File: src/rtl/sio_chain_ctrl.sv
// Avalon-MM controller for a serial expander chain: generated SCLK, SLE framing,
// full-duplex shift of NWORDS x 32 bits with start/auto/done handshake and interrupt.
module sio_chain_ctrl #(
  parameter int          NWORDS  = 2,
  parameter int          CLKDIV  = 4,
  parameter logic [15:0] ID_CODE = 16'hEA69
) (
  input  logic        rsi_MRST_reset,
  input  logic        csi_MCLK_clk,
  input  logic [2:0]  avs_gpio_address,
  input  logic [31:0] avs_gpio_writedata,
  input  logic [3:0]  avs_gpio_byteenable,
  input  logic        avs_gpio_write,
  input  logic        avs_gpio_read,
  output logic [31:0] avs_gpio_readdata,
  output logic        avs_gpio_waitrequest,
  output logic        ins_irq_irq,
  output logic        EPL_SCLK,
  output logic        EPL_SDI,
  input  logic        EPL_SDO,
  output logic        EPL_SLE,
  input  logic        EPL_INT
);
  localparam int         N        = 32 * NWORDS;
  localparam logic [7:0] DIV_LAST = 8'(CLKDIV - 1);
  localparam logic [7:0] BIT_LAST = 8'(N - 1);
  localparam logic [7:0] NW8      = 8'(NWORDS);
  localparam logic [7:0] CD8      = 8'(CLKDIV);

  typedef enum logic [1:0] {IDLE, LOAD, SHIFT, LATCH} state_t;
  state_t state, state_next;

  logic [7:0]   div_cnt;
  logic         div_wrap, rise_tick, fall_tick;
  logic [N-1:0] shreg, shreg_shifted, tx_flat;
  logic [7:0]   bitcnt;
  logic         sdo_s;
  logic [31:0]  tx_word [NWORDS];
  logic [31:0]  rx_word [NWORDS];
  logic         start_req, auto_en, done_ie, int_ie, done;
  logic         int_meta, int_sync;
  logic         ctrl_wr;
  logic         load_en, shift_en, latch_en, sle_next, sdi_next;
  logic [31:0]  rd_mux;

  assign avs_gpio_waitrequest = 1'b0;
  assign ins_irq_irq   = (done & done_ie) | (int_sync & int_ie);
  assign ctrl_wr       = avs_gpio_write && (avs_gpio_address == 3'd1);
  assign div_wrap      = (div_cnt == DIV_LAST);
  assign rise_tick     = div_wrap & ~EPL_SCLK;
  assign fall_tick     = div_wrap & EPL_SCLK;
  assign shreg_shifted = {shreg[N-2:0], sdo_s};

  always_comb begin
    tx_flat = '0;
    for (int k = 0; k < NWORDS; k++) tx_flat[N-1-32*k -: 32] = tx_word[k];
  end

  always_ff @(posedge csi_MCLK_clk or posedge rsi_MRST_reset) begin
    if (rsi_MRST_reset) begin
      div_cnt  <= '0;
      EPL_SCLK <= 1'b0;
    end else if (div_wrap) begin
      div_cnt  <= '0;
      EPL_SCLK <= ~EPL_SCLK;
    end else begin
      div_cnt  <= div_cnt + 8'd1;
    end
  end

  always_ff @(posedge csi_MCLK_clk or posedge rsi_MRST_reset) begin
    if (rsi_MRST_reset) state <= IDLE;
    else                state <= state_next;
  end

  // Every transition waits for a fall tick so SLE/SDI move with SCLK falling.
  always_comb begin
    state_next = state;
    load_en    = 1'b0;
    shift_en   = 1'b0;
    latch_en   = 1'b0;
    sle_next   = EPL_SLE;
    sdi_next   = EPL_SDI;
    case (state)
      IDLE: if (fall_tick && (start_req || auto_en)) begin
        state_next = LOAD;
        load_en    = 1'b1;
        sle_next   = 1'b0;
        sdi_next   = 1'b0;
      end
      LOAD: if (fall_tick) begin
        state_next = SHIFT;
        sle_next   = 1'b1;
        sdi_next   = shreg[N-1];
      end
      SHIFT: if (fall_tick) begin
        shift_en = 1'b1;
        if (bitcnt == BIT_LAST) begin
          state_next = LATCH;
          latch_en   = 1'b1;
          sle_next   = 1'b0;
          sdi_next   = 1'b0;
        end else begin
          sdi_next   = shreg[N-2];
        end
      end
      LATCH: if (fall_tick) begin
        if (auto_en) begin
          state_next = LOAD;
          load_en    = 1'b1;
        end else begin
          state_next = IDLE;
        end
      end
      default: state_next = IDLE;
    endcase
  end

  always_ff @(posedge csi_MCLK_clk or posedge rsi_MRST_reset) begin
    if (rsi_MRST_reset) begin
      shreg   <= '0;
      bitcnt  <= '0;
      sdo_s   <= 1'b0;
      EPL_SLE <= 1'b0;
      EPL_SDI <= 1'b0;
      for (int k = 0; k < NWORDS; k++) rx_word[k] <= '0;
    end else begin
      EPL_SLE <= sle_next;
      EPL_SDI <= sdi_next;
      if (load_en) begin
        shreg  <= tx_flat;
        bitcnt <= '0;
      end else if (shift_en) begin
        shreg  <= shreg_shifted;
        bitcnt <= bitcnt + 8'd1;
      end
      if (state == SHIFT && rise_tick) sdo_s <= EPL_SDO;
      // The last sampled bit lands in RX directly so RX updates on LATCH entry.
      if (latch_en)
        for (int k = 0; k < NWORDS; k++) rx_word[k] <= shreg_shifted[N-1-32*k -: 32];
    end
  end

  always_ff @(posedge csi_MCLK_clk or posedge rsi_MRST_reset) begin
    if (rsi_MRST_reset) begin
      start_req <= 1'b0;
      auto_en   <= 1'b0;
      done_ie   <= 1'b0;
      int_ie    <= 1'b0;
      done      <= 1'b0;
      int_meta  <= 1'b0;
      int_sync  <= 1'b0;
      for (int k = 0; k < NWORDS; k++) tx_word[k] <= '0;
    end else begin
      int_meta <= EPL_INT;
      int_sync <= int_meta;
      if (ctrl_wr) begin
        auto_en <= avs_gpio_writedata[1];
        done_ie <= avs_gpio_writedata[2];
        int_ie  <= avs_gpio_writedata[3];
      end
      if (load_en)
        start_req <= 1'b0;
      else if (ctrl_wr && avs_gpio_writedata[0] && state == IDLE)
        start_req <= 1'b1;
      if (latch_en)
        done <= 1'b1;
      else if (ctrl_wr && avs_gpio_writedata[4])
        done <= 1'b0;
      for (int k = 0; k < NWORDS; k++)
        if (avs_gpio_write && avs_gpio_address == 3'(k + 2))
          for (int b = 0; b < 4; b++)
            if (avs_gpio_byteenable[b]) tx_word[k][8*b +: 8] <= avs_gpio_writedata[8*b +: 8];
    end
  end

  always_comb begin
    rd_mux = '0;
    case (avs_gpio_address)
      3'd0:    rd_mux = {ID_CODE, NW8, CD8};
      3'd1:    rd_mux = {26'd0, int_sync, done, int_ie, done_ie, auto_en, (state != IDLE)};
      default: for (int k = 0; k < NWORDS; k++)
                 if (avs_gpio_address == 3'(k + 2)) rd_mux = rx_word[k];
    endcase
  end

  always_ff @(posedge csi_MCLK_clk or posedge rsi_MRST_reset) begin
    if (rsi_MRST_reset)     avs_gpio_readdata <= '0;
    else if (avs_gpio_read) avs_gpio_readdata <= rd_mux;
  end
endmodule

File: config.mk
export PLATFORM = sky130hd
export DESIGN_NAME = sio_chain_ctrl
export DESIGN_NICKNAME = d
export VERILOG_FILES = /design/src/rtl/sio_chain_ctrl.sv
export SDC_FILE = /design/constraint.sdc
export NUM_CORES = 1
export LEC_CHECK = 0
export CAP_MARGIN = 20
export CORE_MARGIN = 4
export CORE_UTILIZATION = 53
export CTS_CLUSTER_DIAMETER = 200
export DETAILED_ROUTE_END_ITERATION = 12
export PLACE_DENSITY = 0.76
export SETUP_SLACK_MARGIN = 0.3
export SYNTH_ARGS = -nofsm -noshare
export SYNTH_HDL_FRONTEND = slang
export SYNTH_SLANG_ARGS = --single-unit
File: constraint.sdc
create_clock -name csi_MCLK_clk -period 7.84 [get_ports csi_MCLK_clk]
set_input_delay 0.784 -clock csi_MCLK_clk [delete_from_list [all_inputs] [get_ports csi_MCLK_clk]]
set_output_delay 0.784 -clock csi_MCLK_clk [all_outputs]
set_load 0.1 [all_outputs]
==> impl_metrics.toml <==
[grt]
grt_pass1_vias = 6738
globalRouteMet3Util_pct = 2.86
grt_antenna_before_repair = 0
grt_pass1_wl_um = 35200
grt_max_degree = 99
grt_use_total_pct = 19.5
grt-ovfl-total = 0
grt_util_met2_pct = 31.3
routing_usage_on_met1_pct = 28.0
busiest_layer = "met2"

[detailed_routing]
avgViaCountPerCell = 5.58
route.detailed.drc = 0
routed_wire_length_per_instance_um = 17.9
detailedRoute.firstIterationViolations = 445
routed_wirelength_um = 21500
antenna_left = 0
drt_first_pass_iters = 4
routed-via-count = 6715

[finish]
finalInstanceArea_um2 = 12600
post_route_cells_drive_above_1_share_pct = 14.0
area_delta_synth_final_pct = 17.1
insertedDiodeCount = 0
final_cell_mix = "dfrtp_1, mux2i_1, nand2_1, mux2_2, clkdlybuf4s50_1"
nets = 979
most_common_cell_after_layout_fill_and_taps_aside = "dfrtp_1"

[setup_path]
arrival_ps = 3620
r2r_end = "shreg[53]$_DFFE_PP0P_"
timing.critical_path.max_delay_family = "simple AND/OR/NAND/NOR gates"
critical_path_peak_fanout = 18
timing_worst_setup_path_type = "primary input to flop"
rrSetupSlack_ps = 4890
worstSetupStartpointType = "primary input"
path_cells = "clkdlybuf4s50_1, nor4bb_1, nand2_1, mux2_2"
slowest_delay_ps = 990
endpoint_kind = "flop"
critPathBufInv = 1
regToRegStartpoint = "div_cnt[5]$_DFF_PP0_"
critPathRequiredTime_ps = 8230
timing.critical_path.slowest_stage_cell = "nor4bb_1"
worstRegToRegCells = 4

[synthesis]
synthesized_area_per_cell_um2 = 12.5
synthArstFlopShare_pct = 100
synth_sequential_area_ratio_pct = 59.0
number_of_warnings_issued_by_yosys = 0
synth.largest_area_cell = "dfrtp_1"
synth.net_count = 907
post_synthesis_register_bit_count = 253
synthDominantCellAreaShare_pct = 59.0
synth.area.top_cells = "dfrtp_1, mux2_2, mux2i_1"
synthesis.area_um2 = 10700
synth.distinct_cells = 52
synth_enable_flop_cells = 0
synth_cells = 855
dominantRegCellSynth = "dfrtp_1"

[place]
number_of_input_and_output_port_buffers_inserted = 80
dp_worst_setup_slack_ps = 4160
detailed_place.area_um2 = 11700
dp_hpwl_um = 13800
place.gp.congestion = 0.794

[clocking]
insertion_delay_ps = 520
postCtsSetupBuffers = 0
max-clock-path-buffers = 3
tritoncts = "yes"
tritoncts_num_sinks = 253
root_buffer = "clkbuf_16"
cts-htree-levels = 1
worst_setup_hold_path_clk_slew_ps = 60
postCtsResizedCells = 0
cts_hold_buffers = 0
cts_buf_count = 26

[sta]
setup_violation_total_in_the_final_timing_report = 0
final-max-slew-violation-count = 0
skew_ps = 8.60
timing.final.hold_violations = 0
crit_path_setup_slack_layout_ps = 4620
final.min_clock_period_ps = 3220
relSlewSlack_pct = 24.2
rsz0062_at_grt = "false"
pin_slew_with_the_least_headroom_to_its_limit_ps = 1140
finalSetupTns_ps = 0
fmaxAchievable_ghz = 0.310
layout_worst_path_cycle_share_pct = 41.1

[floorplan]
die-area_um2 = 22600
initial_utilization_pct = 54.6
die_x_extent_um = 150
pin_count = 82
die_height_um = 150
core_area_um2 = 19700
placement_rows = 51

[min_path]
min_delay_path_depth = 0
hold_path_class = "flop to flop"
min_to = "int_sync$_DFF_PP0_"
worst_hold_path_startpoint = "int_meta$_DFF_PP0_"

[run_status]
result_of_the_run = "finished clean"

[pwr]
total_leakage_power_nw = 6.11
worst_ir_drop_vdd_mv = 0.158
power_per_cell_area_nw_per_um2 = 264

[job]
max_cap_violations = 0
[cells in the mapped netlist, types with 5 or more instances]
cell,count
a21oi_1,27
mux2i_1,88
inv_1,42
mux2_2,79
mux2_1,55
buf_6,5
buf_2,10
xnor2_1,8
o22ai_1,27
nand3_1,10
nor2_1,11
dfrtp_1,253
ha_1,7
buf_1,8
nand2_1,79
clkbuf_1,21
o21ai_0,68
[worst register-to-register path: stages, from the launching register on]
cell and delay [ps]:
dfrtp_1 440, nor4_2 700, o2111a_4 640, buf_4 750, o21ai_0 260
[how the worst max path moves through the flow]
stage	start	end	slack [ps]	cells past startpoint
4_1_cts	avs_gpio_address[1]	tx_flat[57]$_DFFE_PP0P_	4630	4
3_3_place_gp	avs_gpio_address[1]	tx_flat[57]$_DFFE_PP0P_	4170	4
5_1_grt	avs_gpio_address[1]	tx_flat[56]$_DFFE_PP0P_	4530	4
2_1_floorplan	rsi_MRST_reset	EPL_SCLK$_DFFE_PP0N_	3730	1
6_report	avs_gpio_address[1]	tx_flat[48]$_DFFE_PP0P_	4620	4
3_5_place_dp	avs_gpio_address[1]	tx_flat[57]$_DFFE_PP0P_	4160	4
[power by group]
part	internal, W	leakage (nW)	switching [W]
clock network	0.000724	0.398	0.000468
registers	0.00151	3.35	0.000148
logic	0.000208	2.37	0.000254
total	0.00244	6.11	0.000870
[logic make-up (layout without fill, tap and decap cells)]
| group | count (synthesis) | after routing | synth area share (%) |
|---|---|---|---|
| muxes | 222 | 222 | 22.3 |
| buffers and inverters | 88 | 172 | 3.62 |
| and+or+nand+nor | 135 | 135 | 6.04 |
| other | 1 | 1 | 0.0350 |
| AOI/OAI and AO/OA | 137 | 137 | 7.22 |
| DFF | 253 | 253 | 59.0 |
| xor gates and xnor gates | 12 | 12 | 0.980 |
| adders and majority gates | 7 | 7 | 0.816 |
[state kept, by name (all words and copies together) (netlist names), 2 cells and up]
register / flops
state: 2
bitcnt: 8
avs_gpio_readdata: 32
shreg: 64
div_cnt: 8
tx_flat: 64
rx_word: 64
[layout make-up]
class,count,area [um^2]
Timing Repair Buffer,90,881
Inverter,42,161
Clock inverter,2,60.1
Fill cell,1546,7100
Tap cell,265,332
Clock buffer,38,757
Multi-Input combinational cell,514,4040
Sequential cell,253,6330
[per-layer routing]
layer	up-vias	share of wire [%]
met2	123	48
met1	3415	46
met3	34	4.0
li1	3143	-
met5	-	0
met4	0	2.1
[per-stage QoR]
step / hold slack [ps] / std cells / power (W) / util (%)
after floorplan: 331 / 855 / 0.00198 / -
after CTS: 366 / 1202 / 0.00334 / 63.8
final: 365 / 1204 / 0.00331 / 63.9
after global routing: 377 / 1204 / 0.00347 / 63.9
after global placement: 347 / 1162 / 0.00212 / 59.6
after detailed placement: 349 / 1162 / 0.00214 / 59.6
No activity file was read; power rests on OpenSTA's default activity.
